## config.mk

```make
export PLATFORM = sky130hd
export DESIGN_NAME = e3_seq_mult
export DESIGN_NICKNAME = d
export VERILOG_FILES = /design/src/rtl/e3_pkg.sv /design/src/rtl/e3_digit_mac.sv /design/src/rtl/e3_seq_mult.sv
export SDC_FILE = /design/constraint.sdc
export NUM_CORES = 1
export LEC_CHECK = 0
export CAP_MARGIN = 20
export CORE_MARGIN = 2
export CORE_UTILIZATION = 55
export CTS_CLUSTER_DIAMETER = 50
export DETAILED_ROUTE_END_ITERATION = 12
export GPL_ROUTABILITY_DRIVEN = 1
export GPL_TIMING_DRIVEN = 1
export PLACE_DENSITY = 0.76
export SYNTH_ARGS = -nofsm -noshare
export SYNTH_HDL_FRONTEND = slang
export SYNTH_HIERARCHICAL = 1
export SYNTH_SLANG_ARGS = --single-unit
```

## constraint.sdc

```tcl
create_clock -name clk -period 7.8 [get_ports clk]
set_input_delay 1.56 -clock clk [delete_from_list [all_inputs] [get_ports clk]]
set_output_delay 1.56 -clock clk [all_outputs]
set_load 0.02 [all_outputs]
```

## src/rtl/e3_pkg.sv

```systemverilog
`default_nettype none
// ============================================================================
//  Module      : e3_pkg
//  Description : Shared Excess-3 constants, FSM state encoding and a digit
//                validity helper for the sequential Excess-3 multiplier.
//  Revision    : 1.0 - initial release
// ============================================================================
package e3_pkg;

    localparam int         E3_OFFSET = 3;
    localparam logic [3:0] E3_MIN    = 4'b0011;
    localparam logic [3:0] E3_MAX    = 4'b1100;

    typedef enum logic [1:0] {
        IDLE = 2'd0,
        CALC = 2'd1,
        DONE = 2'd2
    } e3_state_e;

    // True when the nibble encodes a decimal digit 0..9 in Excess-3
    function automatic logic e3_digit_ok(input logic [3:0] d);
        return (d >= E3_MIN) && (d <= E3_MAX);
    endfunction

endpackage
`default_nettype wire

```

## src/rtl/e3_digit_mac.sv

```systemverilog
`default_nettype none
// ============================================================================
//  Module      : e3_digit_mac
//  Description : One-digit BCD multiply-accumulate:
//                t = a*b + addend + carry_in, sum = t mod 10, carry = t div 10.
//                Inputs are BCD digits, so t never exceeds 99.
//  Revision    : 1.0 - initial release
// ============================================================================
module e3_digit_mac (
    input  logic [3:0] a,
    input  logic [3:0] b,
    input  logic [3:0] addend,
    input  logic [3:0] carry_in,
    output logic [3:0] sum,
    output logic [3:0] carry_out
);

    logic [6:0] w_t;

    // Full-precision product-sum, then split into decimal digit and carry
    always_comb begin
        w_t       = 7'(a) * 7'(b) + 7'(addend) + 7'(carry_in);
        sum       = 4'(w_t % 7'd10);
        carry_out = 4'(w_t / 7'd10);
    end

endmodule
`default_nettype wire

```

## src/rtl/e3_seq_mult.sv

```systemverilog
`default_nettype none
// ============================================================================
//  Module      : e3_seq_mult
//  Description : Sequential Excess-3 multiplier. Operands are converted to
//                BCD on capture; one digit pair is processed per cycle into
//                a 2*DIGITS BCD accumulator, then re-encoded as Excess-3.
//  Revision    : 1.0 - initial release
// ============================================================================
module e3_seq_mult
    import e3_pkg::*;
#(
    parameter int DIGITS = 2
) (
    input  logic                  clk,
    input  logic                  rst,
    input  logic                  start,
    input  logic [4*DIGITS-1:0]   in_0,
    input  logic [4*DIGITS-1:0]   in_1,
    output logic                  busy,
    output logic                  done,
    output logic                  err,
    output logic [8*DIGITS-1:0]   out
);

    localparam int                 CW        = (DIGITS > 1) ? $clog2(DIGITS) : 1;
    localparam int                 NACC      = 2 * DIGITS;
    localparam int                 PW        = $clog2(NACC);
    localparam logic [CW-1:0]      C_LAST    = CW'(DIGITS - 1);
    localparam logic [8*DIGITS-1:0] C_OUT_RST = {NACC{E3_MIN}};

    e3_state_e           state_q, state_d;
    logic [3:0]          a_q   [DIGITS];
    logic [3:0]          a_d   [DIGITS];
    logic [3:0]          b_q   [DIGITS];
    logic [3:0]          b_d   [DIGITS];
    logic [3:0]          acc_q [NACC];
    logic [3:0]          acc_d [NACC];
    logic [3:0]          carry_q, carry_d;
    logic [CW-1:0]       i_q, i_d, j_q, j_d;
    logic                busy_q, busy_d, done_q, done_d, err_q, err_d;
    logic [8*DIGITS-1:0] out_q, out_d;

    logic                w_in_ok;
    logic [PW-1:0]       w_pos, w_pos_hi;
    logic [3:0]          w_a_dig, w_b_dig, w_addend, w_carry_in;
    logic [3:0]          w_sum, w_carry_out;

    // Request is valid only when every nibble of both operands is a legal digit
    always_comb begin
        w_in_ok = 1'b1;
        for (int k = 0; k < DIGITS; k++) begin
            if (!e3_digit_ok(in_0[4*k +: 4]) || !e3_digit_ok(in_1[4*k +: 4]))
                w_in_ok = 1'b0;
        end
    end

    // Select the current digit pair and the accumulator digit it lands on
    always_comb begin
        w_pos      = PW'(i_q) + PW'(j_q);
        w_pos_hi   = w_pos + 1'b1;
        w_a_dig    = 4'd0;
        w_b_dig    = 4'd0;
        w_addend   = 4'd0;
        w_carry_in = (i_q == '0) ? 4'd0 : carry_q;
        for (int k = 0; k < DIGITS; k++) begin
            if (i_q == CW'(k)) w_a_dig = a_q[k];
            if (j_q == CW'(k)) w_b_dig = b_q[k];
        end
        for (int k = 0; k < NACC; k++) begin
            if (w_pos == PW'(k)) w_addend = acc_q[k];
        end
    end

    e3_digit_mac u_mac (
        .a         (w_a_dig),
        .b         (w_b_dig),
        .addend    (w_addend),
        .carry_in  (w_carry_in),
        .sum       (w_sum),
        .carry_out (w_carry_out)
    );

    // Next-state, datapath and registered-output computation
    always_comb begin
        state_d = state_q;
        a_d     = a_q;
        b_d     = b_q;
        acc_d   = acc_q;
        carry_d = carry_q;
        i_d     = i_q;
        j_d     = j_q;
        busy_d  = busy_q;
        done_d  = 1'b0;
        err_d   = err_q;
        out_d   = out_q;
        case (state_q)
            IDLE: begin
                if (start) begin
                    if (w_in_ok) begin
                        for (int k = 0; k < DIGITS; k++) begin
                            a_d[k] = in_0[4*k +: 4] - 4'(E3_OFFSET);
                            b_d[k] = in_1[4*k +: 4] - 4'(E3_OFFSET);
                        end
                        for (int k = 0; k < NACC; k++) acc_d[k] = 4'd0;
                        carry_d = 4'd0;
                        i_d     = '0;
                        j_d     = '0;
                        busy_d  = 1'b1;
                        state_d = CALC;
                    end else begin
                        err_d   = 1'b1;
                        out_d   = C_OUT_RST;
                        done_d  = 1'b1;
                        state_d = DONE;
                    end
                end
            end
            CALC: begin
                for (int k = 0; k < NACC; k++) begin
                    if (w_pos == PW'(k))
                        acc_d[k] = w_sum;
                    // The last digit of a row also deposits its carry one place up
                    if ((i_q == C_LAST) && (w_pos_hi == PW'(k)))
                        acc_d[k] = w_carry_out;
                end
                carry_d = w_carry_out;
                if (i_q == C_LAST) begin
                    i_d = '0;
                    if (j_q == C_LAST) begin
                        j_d     = '0;
                        busy_d  = 1'b0;
                        done_d  = 1'b1;
                        err_d   = 1'b0;
                        state_d = DONE;
                        for (int k = 0; k < NACC; k++)
                            out_d[4*k +: 4] = acc_d[k] + 4'(E3_OFFSET);
                    end else begin
                        j_d = j_q + 1'b1;
                    end
                end else begin
                    i_d = i_q + 1'b1;
                end
            end
            DONE: begin
                state_d = IDLE;
            end
            default: begin
                state_d = IDLE;
                busy_d  = 1'b0;
            end
        endcase
    end

    // State registers with synchronous reset; reset aborts any operation silently
    always_ff @(posedge clk) begin
        if (rst) begin
            state_q <= IDLE;
            a_q     <= '{default: 4'd0};
            b_q     <= '{default: 4'd0};
            acc_q   <= '{default: 4'd0};
            carry_q <= 4'd0;
            i_q     <= '0;
            j_q     <= '0;
            busy_q  <= 1'b0;
            done_q  <= 1'b0;
            err_q   <= 1'b0;
            out_q   <= C_OUT_RST;
        end else begin
            state_q <= state_d;
            a_q     <= a_d;
            b_q     <= b_d;
            acc_q   <= acc_d;
            carry_q <= carry_d;
            i_q     <= i_d;
            j_q     <= j_d;
            busy_q  <= busy_d;
            done_q  <= done_d;
            err_q   <= err_d;
            out_q   <= out_d;
        end
    end

    assign busy = busy_q;
    assign done = done_q;
    assign err  = err_q;
    assign out  = out_q;

endmodule
`default_nettype wire
```

### After elaboration in Yosys (flattened, before gate mapping)

Cells that the tools add are included.

* register bits after elaboration: 59
* input port bits: 19

* mux-type cells: 57
* bitwise operators: 1
* $add $sub $neg: 14
* div/mod/pow operators: 2
* $mul: 1
* reduce and logical (&&, ||, !) cells: 24
* eq/ne operators: 13
* magnitude comparators: 8

Operators by type and width (count)
* $mux W16: 6
* $mux W4: 21
* $pmux W16 S2: 2
* $mux W1: 17
* $add A4 B2 Y4 const B: 4
* $ge A4 B2 Y1 const B: 4
* $le A4 B4 Y1 const B: 4
* $sub A4 B2 Y4 const B: 4
* $add A7 B4 Y7: 2
* $eq A2 B2 Y1 const B: 5
* $ne A2 B2 Y1 const B: 5
* $reduce_and A5 Y1: 2
* $reduce_and A3 Y1: 3
* $logic_and A1 B1 Y1: 8
* $mux W2: 4
* $pmux W1 S2: 4
* $pmux W4 S2: 1
* $div A7 B4 Y7 const B: 1
* $mod A7 B4 Y7 const B: 1
* $mul A4 B4 Y7: 1
* $eq A2 B1 Y1 const B: 3
* $logic_not A2 Y1: 3
* $logic_not A1 Y1: 4
* $pmux W2 S2: 1
* 8 further kinds: 10

### Longest topological paths before layout

Gate-level depths: netlist of the first run.

* depth in word-level cells: 16
* gate-level depth with buffers: 36

### Modules after synthesis

The synthesis of the first run kept the hierarchy.

By module, submodules not included
* e3_seq_mult: area an instance 3270.6 sq um, cells an instance 389, instances 1
* e3_digit_mac: area an instance 1181.1 sq um, cells an instance 158, instances 1

### Worst setup path before layout of the first run

No wires, ideal clock.

* path kind: register to register
* from: reg j_q
* to: reg out_q[15] (netlist: out[15])
* required time: 7.683 ns
* path slack: 0.968 ns
* arrival time: 6.715 ns
* period minus slack after synthesis: 6.832 ns
* cell stages (with the launch flop): 30
* path buffers: 3
* cell sequence: dfxtp_1 clkbuf_1 inv_1 ha_1 and2_1 buf_2 buf_2 o21ai_0 inv_1 fa_1 inv_1 fa_1 fa_1 inv_1 fa_1 nor2b_1 o21ai_1 a21oi_1 nor2_1 o32a_1 o211a_1 ha_1 nor2b_1 o21a_1 a22oi_2 mux2i_1 o21ai_0 a21boi_1 xor2_1 a22o_1

* longest elaborated chain between the ends: 16
* elaborated cells between the ends (all ways): 27
* classes of those cells: 5 x add/sub; 1 x mul; 2 x div; 5 x eq/ne; 11 x mux; 3 x reduce/logical

Ends and longest elaborated chain
* start: declaration: RTL line e3_seq_mult.sv:39 `logic [CW-1:0] i_q, i_d, j_q, j_d;`
* start signal: assignment: RTL line e3_seq_mult.sv:175 `j_q <= j_d;`
* $add A1 B1 Y2 (*): RTL line e3_seq_mult.sv:59 `w_pos = PW'(i_q) + PW'(j_q);`
* $logic_not A2 Y1: RTL line e3_seq_mult.sv:70 `if (w_pos == PW'(k)) w_addend = acc_q[k];`
* $mux W4 (3 in series): RTL line e3_seq_mult.sv:70
* $mux W4 (*): RTL line e3_seq_mult.sv:70
* net w_addend[3]: RTL line e3_seq_mult.sv:45 `logic [3:0] w_a_dig, w_b_dig, w_addend, w_carry_in;`
* $add A7 B4 Y7 (*) (2 in series): RTL line e3_digit_mac.sv:22 `w_t = 7'(a) * 7'(b) + 7'(addend) + 7'(carry_in);`
* $mod A7 B4 Y7 (*): RTL line e3_digit_mac.sv:23 `sum = 4'(w_t % 7'd10);`
* net w_sum[2]: RTL line e3_seq_mult.sv:46 `logic [3:0] w_sum, w_carry_out;`
* $mux W4 (*): RTL line e3_seq_mult.sv:120 `if (w_pos == PW'(k))`
* $mux W4 (*): RTL line e3_seq_mult.sv:123 `if ((i_q == C_LAST) && (w_pos_hi == PW'(k)))`
* $mux W4 (*): RTL line e3_seq_mult.sv:96 `case (state_q)`
* $add A4 B2 Y4 (*): RTL line e3_seq_mult.sv:136 `out_d[4*k +: 4] = acc_d[k] + 4'(E3_OFFSET);`
* $mux W16 (*): RTL line e3_seq_mult.sv:129 `if (j_q == C_LAST) begin`
* $mux W16 (*): RTL line e3_seq_mult.sv:127 `if (i_q == C_LAST) begin`
* $pmux W16 S2 (*): RTL line e3_seq_mult.sv:96
* end signal: assignment: RTL line e3_seq_mult.sv:179 `out_q <= out_d;`
* end: declaration: RTL line e3_seq_mult.sv:41 `logic [8*DIGITS-1:0] out_q, out_d;`

Mark *: on every way through the listed nets, which the timed path passes. The rest lies on a longest branch. The select of a mux whose other input is x is not followed.
A chain may end at the register's enable or synchronous reset.

### Worst setup path after layout of the first run

Same ends and word-level chain as after synthesis.

==> results of run 1 <==
final timing paths:
path / endpoint / slack, ns / cells after the start
max: out[15] / 0.64 / 28
min: carry_q[3] / 0.48 / 2
max reg2reg: out[15] / 0.64 / 28
min reg2reg: carry_q[3] / 0.48 / 2
worst max-delay path, delay by kind of cell, from the launching register on:
family                     cells  cell delay [ns]
AOI/OAI and AO/OA             10             2.24
xor gates and xnor gates       1             0.08
adders and majority gates      6             2.88
buffers and inverters          5             0.48
DFF                            1             0.31
muxes                          1             0.11
and+or+nand+nor                5             0.96
registers in the layout (all words and copies together) (netlist names), 2 cells and up:
signal,cells
b_q,8
out,16
a_q,8
carry_q,4
state_q,2
acc_q,16
report_power, final:
| group | total (W) | internal [W] | switching (W) |
|---|---|---|---|
| Sequential | 0.000313 | 0.000307 | 0.00000613 |
| Combinational | 0.0000873 | 0.0000369 | 0.0000504 |
| Clock | 0.000288 | 0.000156 | 0.000132 |
Yosys cell counts, drive strengths merged, types with 2 or more instances:
master    n
o311ai    2
nand4     5
nand2b   12
o22a      7
clkbuf   20
a211oi    4
fa       11
nand2    51
mux2i    34
dfxtp    59
buf      10
or3       2
a2bb2oi   5
a21oi    53
or2       2
nor2     51
o211ai    4
inv      37
nand3     9
o21ai    48
nor3      6
o21a      4
nor3b     2
xor2     11
mux2     10
and2     15
a31oi     2
a21boi    3
xnor2    16
ha       30
a21o      2
nor2b     2
a22o      5
a211o     2
per-layer routing:
metal	global-route usage	vias up
met4	0.0652	0
li1	-	1931
met3	0.0441	18
met2	0.400	105
met1	0.349	1884
met5	0	-
through the flow:
step                instances  utilization
floorplan                 547            -
global placement          663        0.627
detailed placement        663        0.627
CTS                       679        0.653
global route              679        0.654
finish                    679        0.654
layout make-up:
cell class | instances | area share
well taps | 102 | 0.0251
inverters | 37 | 0.0274
repair buffers | 44 | 0.0833
clock inverters | 6 | 0.0126
flip-flops and latches | 59 | 0.233
multi-input cells | 421 | 0.592
clock buffers | 10 | 0.0271
cells in the final DEF, fill, tap and decap left out, types with 12 or more instances in the layout:
| master | count |
|---|---|
| ha_1 | 29 |
| clkdlybuf4s50_1 | 37 |
| o21ai_0 | 44 |
| nand2b_1 | 12 |
| xnor2_1 | 14 |
| nor2_1 | 51 |
| and2_1 | 14 |
| nand2_1 | 49 |
| inv_1 | 37 |
| mux2i_1 | 33 |
| a21oi_1 | 52 |
| dfxtp_1 | 59 |
cells by family after synthesis:
family,count (synthesis),synth area share
multiplexers,44,0.103
XOR/XNOR,28,0.0635
AO/OA/AOI/OAI,148,0.204
buffers and inverters,67,0.0621
flip-flops,59,0.265
adder cells (fa/ha/maj),41,0.134
AND/OR/NAND/NOR,160,0.168
what timing repair did:
| item | CTS | global route |
|---|---|---|
| hold buffers | 0 | 0 |
| endpoints found under the setup margin | 0 | 7 |
| gates resized for setup | 0 | 2 |
==> flow_metrics.py, run 1 <==
metrics = {
    "global_route": {
        "grt_max_degree": 51,
        "grt_pass1_vias": 3721,
        "grt-ovfl-total": 0,
        "grt_use_total": 0.250,
        "grt_pass1_wl_mm": 17.6,
        "antenna_found_initial": 0,
    },
    "worst_setup_path": {
        "timing.rr.start": "j_q",
        "critPathLaunchType": "flop",
        "cp-startpoint": "j_q",
        "slowest_delay_ns": 0.56,
        "slowest_stage": "fa_1",
        "worstPathRequired_ns": 8.04,
        "cp-end-kind": "flop",
        "arrival_ns": 7.40,
        "path_class": "flop to flop",
        "cp_max_fo": 13,
    },
    "pwr": {
        "p_per_area_nw_per_um2": 136,
        "ir_worst_vdd_mv": 0.104,
        "finalPower_w": 0.000689,
        "leakage_nw": 2.17,
    },
    "logic_synthesis": {
        "yosysTopAreaCell": "dfxtp_1",
        "ys_seq_area_frac": 0.265,
        "synth-edff-count": 0,
        "syn_area_per_cell_um2": 8.14,
        "ys.flop_type": "dfxtp_1",
        "yosys_warnings": 6,
        "yosysUniqueCellTypes": 60,
        "syn-num-nets": 607,
        "syn_inst": 547,
        "ys_ff_latch": 59,
        "ys_top_cells_by_area": "dfxtp_1, ha_1, mux2i_1, a21oi_1, fa_1",
        "async_flop_share": 0,
        "synth_top_area_frac": 0.265,
        "syn-cell-area_um2": 4450,
    },
    "timing": {
        "timing.fmax_mhz": 140,
        "hold_viol_final": 0,
        "whs_ns": 0.476,
        "skew_ns": 0.0153,
        "rsz0062_at_grt": "no",
        "min_period_over_period": 0.918,
        "min_period_ns": 7.16,
        "setup_viol": 0,
        "slew_viol_final": 0,
        "tns_ns": 0,
        "slew_headroom": 0.296,
        "worst_pin_slew_ns": 1.05,
        "worst_slack_ns": 0.643,
    },
    "detailed_routing": {
        "via_count": 3938,
        "wl_met1_mm": 4.90,
        "remaining_drc_errors": 0,
        "ant_nets": 0,
        "dr.pass1.iters": 5,
        "routed-wl-met3_um": 499,
        "routed_wl_mm": 10.4,
        "wl_met2_mm": 4.85,
        "drt-initial-drc-count": 222,
        "wl_per_cell_um": 15.3,
        "vias_per_cell": 5.80,
        "highest_layer": "met4",
    },
    "place": {
        "pre_cts_slack_ns": 0.371,
        "io_buffers": 37,
        "placed_cell_area_um2": 4870,
        "place_congestion": 0.894,
        "dp_hpwl_mm": 7.70,
    },
    "clock_tree": {
        "insertion_delay_ns": 0.35,
        "cts_tree": "done",
        "post_cts_buffers": 0,
        "cts_max_level": 3,
        "clk_pin_slew_worst_paths_ns": 0.08,
        "cts_root_buffer": "clkbuf_8",
        "cts_sinks": 59,
        "numCtsBuffers": 9,
        "cts_buffer_depth": 2,
    },
    "flow_run": {
        "drv_cap": 0,
    },
    "die": {
        "die_w_um": 94.0,
        "dieHeight_um": 94.0,
        "ios": 38,
        "dieArea_um2": 8830,
        "coreArea_um2": 7770,
        "start_util": 0.573,
        "num_rows": 32,
    },
    "finish": {
        "area_growth_pct": 14.0,
        "antenna_cells": 0,
        "regArea_um2": 1180,
        "nFillCells": 675,
        "drive_above_1_share": 0.0901,
        "final_cell_area_um2": 5080,
        "multi_input_area_um2": 3000,
        "nNetsFinal": 632,
    },
    "hold_path": {
        "hold_class": "flop to flop",
        "holdCritStartpoint": "carry_q[3]",
    },
    "status": {
        "status": "finished clean",
    },
}
(Power assumes the default switching activity.)
==> run 2, diff against run 1 <==
PLACE_DENSITY = 0.77   (was 0.76)
SETUP_SLACK_MARGIN = 0.4   (was unset)
==> flow_metrics.py, run 2 (synthesized netlist as in run 1, its figures left out) <==
metrics = {
    "die": {
        "ios": 38,
        "start_util": 0.573,
        "die_w_um": 94.0,
        "dieHeight_um": 94.0,
        "num_rows": 32,
        "dieArea_um2": 8830,
        "coreArea_um2": 7770,
    },
    "place": {
        "io_buffers": 37,
        "dp_hpwl_mm": 7.54,
        "dp.cells": 661,
        "place_congestion": 0.892,
    },
    "flow_run": {
        "drv_cap": 0,
    },
    "finish": {
        "final_cell_mix": "dfxtp_1, a21oi_1, nor2_1",
        "drive_above_1_share": 0.0887,
        "antenna_cells": 0,
        "nFillCells": 668,
        "nNetsFinal": 630,
        "stdcell_count": 677,
        "final_common_cell": "dfxtp_1",
        "area_growth_pct": 13.4,
    },
    "pwr": {
        "swShare": 0.269,
        "p_per_area_nw_per_um2": 129,
        "clkPwrFrac": 0.385,
        "ir_worst_vdd_mv": 0.126,
        "power_switching_w": 0.000175,
        "p_int_w": 0.000476,
        "finalPower_w": 0.000651,
        "seqPwrFrac": 0.481,
        "comb_power_share": 0.134,
        "leakage_nw": 2.14,
    },
    "worst_setup_path": {
        "regToRegSetupSlack_ns": 0.88,
        "cp-startpoint": "j_q",
        "cp_max_fo": 13,
        "slowest_stage": "fa_1",
        "timing.rr.start": "j_q",
        "path_class": "flop to flop",
        "worstPathRequired_ns": 8.03,
        "r2r_end": "out[15]",
        "r2r_cells": 28,
        "cp-end-kind": "flop",
        "critPathLaunchType": "flop",
        "slowest_delay_ns": 0.56,
        "endpoint": "out[15]",
        "arrival_ns": 7.15,
    },
    "clock_tree": {
        "cts_buffer_depth": 2,
        "cts_hold_buf": 0,
        "clk_pin_slew_worst_paths_ns": 0.07,
        "numCtsBuffers": 9,
        "cts_max_level": 3,
        "cts_root_buffer": "clkbuf_8",
        "post_cts_buffers": 0,
        "insertion_delay_ns": 0.34,
        "cts_tree": "done",
        "cts_sinks": 59,
    },
    "global_route": {
        "grt_pass1_vias": 3752,
        "grt_max_degree": 51,
        "busiest_layer": "met2",
        "grt_pass1_wl_mm": 17.1,
        "met1_usage": 0.318,
        "grt_use_total": 0.243,
        "antenna_found_initial": 0,
        "grt_util_met2": 0.405,
        "met3_usage": 0.0385,
        "grt-ovfl-total": 0,
    },
    "timing": {
        "worst_pin_slew_ns": 1.06,
        "hold_viol_final": 0,
        "skew_ns": 0.00908,
        "setup_viol": 0,
        "min_period_over_period": 0.888,
        "slew_headroom": 0.290,
        "timing.fmax_mhz": 144,
        "min_period_ns": 6.92,
        "slew_viol_final": 0,
        "tns_ns": 0,
        "rsz0062_at_grt": "no",
    },
    "detailed_routing": {
        "drt-initial-drc-count": 239,
        "via_count": 3836,
        "vias_per_cell": 5.67,
        "remaining_drc_errors": 0,
        "ant_nets": 0,
        "routed_wl_mm": 10.2,
        "dr.pass1.iters": 5,
        "wl_per_cell_um": 15.1,
    },
    "hold_path": {
        "hold_class": "flop to flop",
        "holdCritStartpoint": "carry_q[2]",
    },
    "status": {
        "status": "finished clean",
    },
}
-- run 2: changes by cell type in the layout (fill, tap and decap cells not counted) --
| cell | delta |
|---|---|
| and2_4 | +1 |
| buf_4 | -2 |
| bufinv_16 | -1 |
| and2_2 | -1 |
| clkbuf_1 | +1 |
| clkbuf_8 | +1 |
| inv_6 | -1 |
| ha_2 | +2 |
| ha_1 | -2 |
-- run 2: stage by stage --
stage                     area (um^2)  setup slack [ns]   util  hold WS (ns)
after floorplan                  4450             0.968      -         0.449
after global placement           4860             0.921  0.625         0.458
after detailed placement         4860             0.621  0.625         0.463
after CTS                        5040             0.612  0.648         0.471
after global routing             5050             0.413  0.650         0.510
final                            5050             0.875  0.650         0.471
-- run 2: worst min-delay path by stage --
| stage | cells after the start | end | slack [ns] |
|---|---|---|---|
| 2_1_floorplan | 2 | carry_q[3] | 0.45 |
| 3_3_place_gp | 2 | carry_q[1] | 0.46 |
| 3_5_place_dp | 2 | carry_q[1] | 0.46 |
| 4_1_cts | 2 | carry_q[2] | 0.47 |
| 5_1_grt | 1 | out[9] | 0.51 |
| 6_report | 2 | carry_q[2] | 0.47 |
-- run 2: layer usage --
layer / part of all wire / up-vias / routed length (um)
met5: 0 / - / 0
met4: 0.019 / 0 / 192
met3: 0.042 / 18 / 426
met2: 0.48 / 92 / 4890
met1: 0.46 / 1802 / 4720
li1: - / 1924 / -
-- run 2: repair_timing --
| item | CTS | global route |
|---|---|---|
| gates resized for setup | 0 | 5 |
| endpoints found under the setup margin | 0 | 13 |
| endpoints found under the hold margin | 0 | 0 |
-- run 2: final cells by class --
class                      instances  area, um^2  share of cell area
sequential                        59        1180               0.234
inverter                          37         139              0.0275
clock buffer                      12         155              0.0307
clock inverter                     4        25.0             0.00496
tap                              102         128              0.0253
multi-input combinational        421        3010               0.597
timing repair buffer              42         408              0.0808
-- run 2: worst max-delay path: cells and delay by family (launching register included) --
family / cells / cell delay (ns)
xor+xnor: 1 / 0.09
flops: 1 / 0.33
buf+inv: 4 / 0.29
fa+ha+maj: 6 / 2.89
simple gates: 4 / 0.62
compound gates: 12 / 2.46
mux: 1 / 0.11
-- run 2: power groups by stage --
| stage | sequential (W) | clock, W | combinational, W |
|---|---|---|---|
| after global routing | 0.000314 | 0.000269 | 0.0000959 |
| final | 0.000313 | 0.000250 | 0.0000871 |
| after CTS | 0.000313 | 0.000255 | 0.0000865 |
| after floorplan | 0.000318 | 0 | 0.0000594 |
| after global placement | 0.000319 | 0 | 0.0000838 |
| after detailed placement | 0.000320 | 0 | 0.0000861 |
==> run 3, diff against run 2 <==
CORE_MARGIN = 5   (was 2)
==> flow_metrics.py, run 3 (synthesized netlist as in run 1, its figures left out) <==
metrics = {
    "worst_setup_path": {
        "arrival_ns": 6.98,
        "crit_cells": 31,
        "cp_max_fo": 12,
        "cp-end-kind": "flop",
        "slowest_delay_ns": 0.56,
        "slowest_stage": "fa_1",
        "cp_num_buf_inv": 6,
        "crit_family": "adder cells",
        "r2r_cells": 31,
        "path_class": "flop to flop",
        "worstPathRequired_ns": 8.01,
        "critPathLaunchType": "flop",
    },
    "die": {
        "dieArea_um2": 9990,
        "die_w_um": 100,
        "ios": 38,
        "num_rows": 32,
        "dieHeight_um": 100,
        "coreArea_um2": 7810,
        "start_util": 0.570,
    },
    "timing": {
        "slew_viol_final": 0,
        "timing.fmax_mhz": 148,
        "worst_pin_slew_ns": 1.01,
        "hold_viol_final": 0,
        "min_period_over_period": 0.868,
        "slew_headroom": 0.326,
        "min_period_ns": 6.77,
        "tns_ns": 0,
        "rsz0062_at_grt": "no",
        "setup_viol": 0,
        "skew_ns": 0.00682,
    },
    "detailed_routing": {
        "via_count": 3886,
        "ant_nets": 0,
        "drt-initial-drc-count": 276,
        "dr.pass1.iters": 5,
        "routed_wl_mm": 10.4,
        "vias_per_cell": 5.73,
        "wl_per_cell_um": 15.3,
        "remaining_drc_errors": 0,
    },
    "finish": {
        "antenna_cells": 0,
        "area_growth_pct": 15.1,
        "nFillCells": 653,
        "nNetsFinal": 631,
        "regArea_um2": 1180,
        "drive_above_1_share": 0.0972,
        "multi_input_area_um2": 3060,
        "final_common_cell": "dfxtp_1",
        "final_cell_area_um2": 5120,
        "final_cell_mix": "dfxtp_1, nor2_1, a21oi_1",
    },
    "pwr": {
        "p_per_area_nw_per_um2": 133,
        "power_switching_w": 0.000174,
        "seqPwrFrac": 0.459,
        "ir_worst_vdd_mv": 0.142,
        "leakage_nw": 2.18,
        "comb_power_share": 0.128,
        "p_int_w": 0.000509,
        "clkPwrFrac": 0.414,
        "swShare": 0.255,
    },
    "clock_tree": {
        "cts_tree": "done",
        "cts_sinks": 59,
        "cts_buffer_depth": 2,
        "numCtsBuffers": 9,
        "cts_hold_buf": 0,
        "cts_max_level": 3,
        "cts_root_buffer": "clkbuf_8",
        "insertion_delay_ns": 0.34,
        "clk_pin_slew_worst_paths_ns": 0.06,
    },
    "global_route": {
        "grt_pass1_vias": 3779,
        "grt_max_degree": 51,
        "grt_pass1_wl_mm": 17.5,
        "grt-ovfl-total": 0,
        "grt_use_total": 0.213,
        "antenna_found_initial": 0,
    },
    "place": {
        "io_buffers": 37,
        "dp_hpwl_mm": 7.59,
        "placed_cell_area_um2": 4860,
        "place_congestion": 0.925,
    },
    "flow_run": {
        "drv_cap": 0,
    },
    "hold_path": {
        "hold_class": "flop to flop",
        "hold_path_depth": 1,
    },
    "status": {
        "status": "finished clean",
    },
}
[run 3: repair_timing]
| action | in CTS | in global routing |
|---|---|---|
| endpoints found under the setup margin | 0 | 18 |
| gates resized for setup | 0 | 12 |
| setup buffers | 0 | 0 |
[run 3: final timing paths]
kind | slack (ns) | from | to
worst max-delay path | 1.03 | j_q | out[6]
worst min-delay path | 0.48 | out[4] | out[4]
worst max register to register | 1.03 | j_q | out[6]
worst min register to register | 0.48 | out[4] | out[4]
[run 3: cell type report]
cell class              count  share of cell area
clock buffers              12              0.0303
inverters                  37              0.0271
multi-input cells         421               0.597
clock inverters             4             0.00952
flip-flops and latches     59               0.230
repair buffers             43              0.0811
well taps                 102              0.0249
[run 3: power groups by stage]
stage	combinational [W]	clock, W	sequential (W)
floorplan	0.0000594	0	0.000318
global placement	0.0000835	0	0.000320
detailed placement	0.0000851	0	0.000320
CTS	0.0000857	0.000287	0.000313
global route	0.0000958	0.000303	0.000314
finish	0.0000872	0.000283	0.000313
[run 3: per-stage QoR]
| stage | worst slack, ns | total power [W] | hold WS, ns | instances | util |
|---|---|---|---|---|---|
| 2_1_floorplan | 0.968 | 0.000377 | 0.449 | 547 | - |
| 3_3_place_gp | 0.781 | 0.000403 | 0.458 | 662 | 0.623 |
| 3_5_place_dp | 0.481 | 0.000405 | 0.467 | 662 | 0.623 |
| 4_1_cts | 0.494 | 0.000686 | 0.479 | 678 | 0.649 |
| 5_1_grt | 0.458 | 0.000713 | 0.497 | 678 | 0.656 |
| 6_report | 1.03 | 0.000683 | 0.481 | 678 | 0.656 |
[run 3: per-layer routing]
layer / part of all wire / GRT usage
met1: 0.46 / 0.277
met2: 0.49 / 0.363
met3: 0.037 / 0.0285
met4: 0.017 / 0.0704
met5: 0 / 0
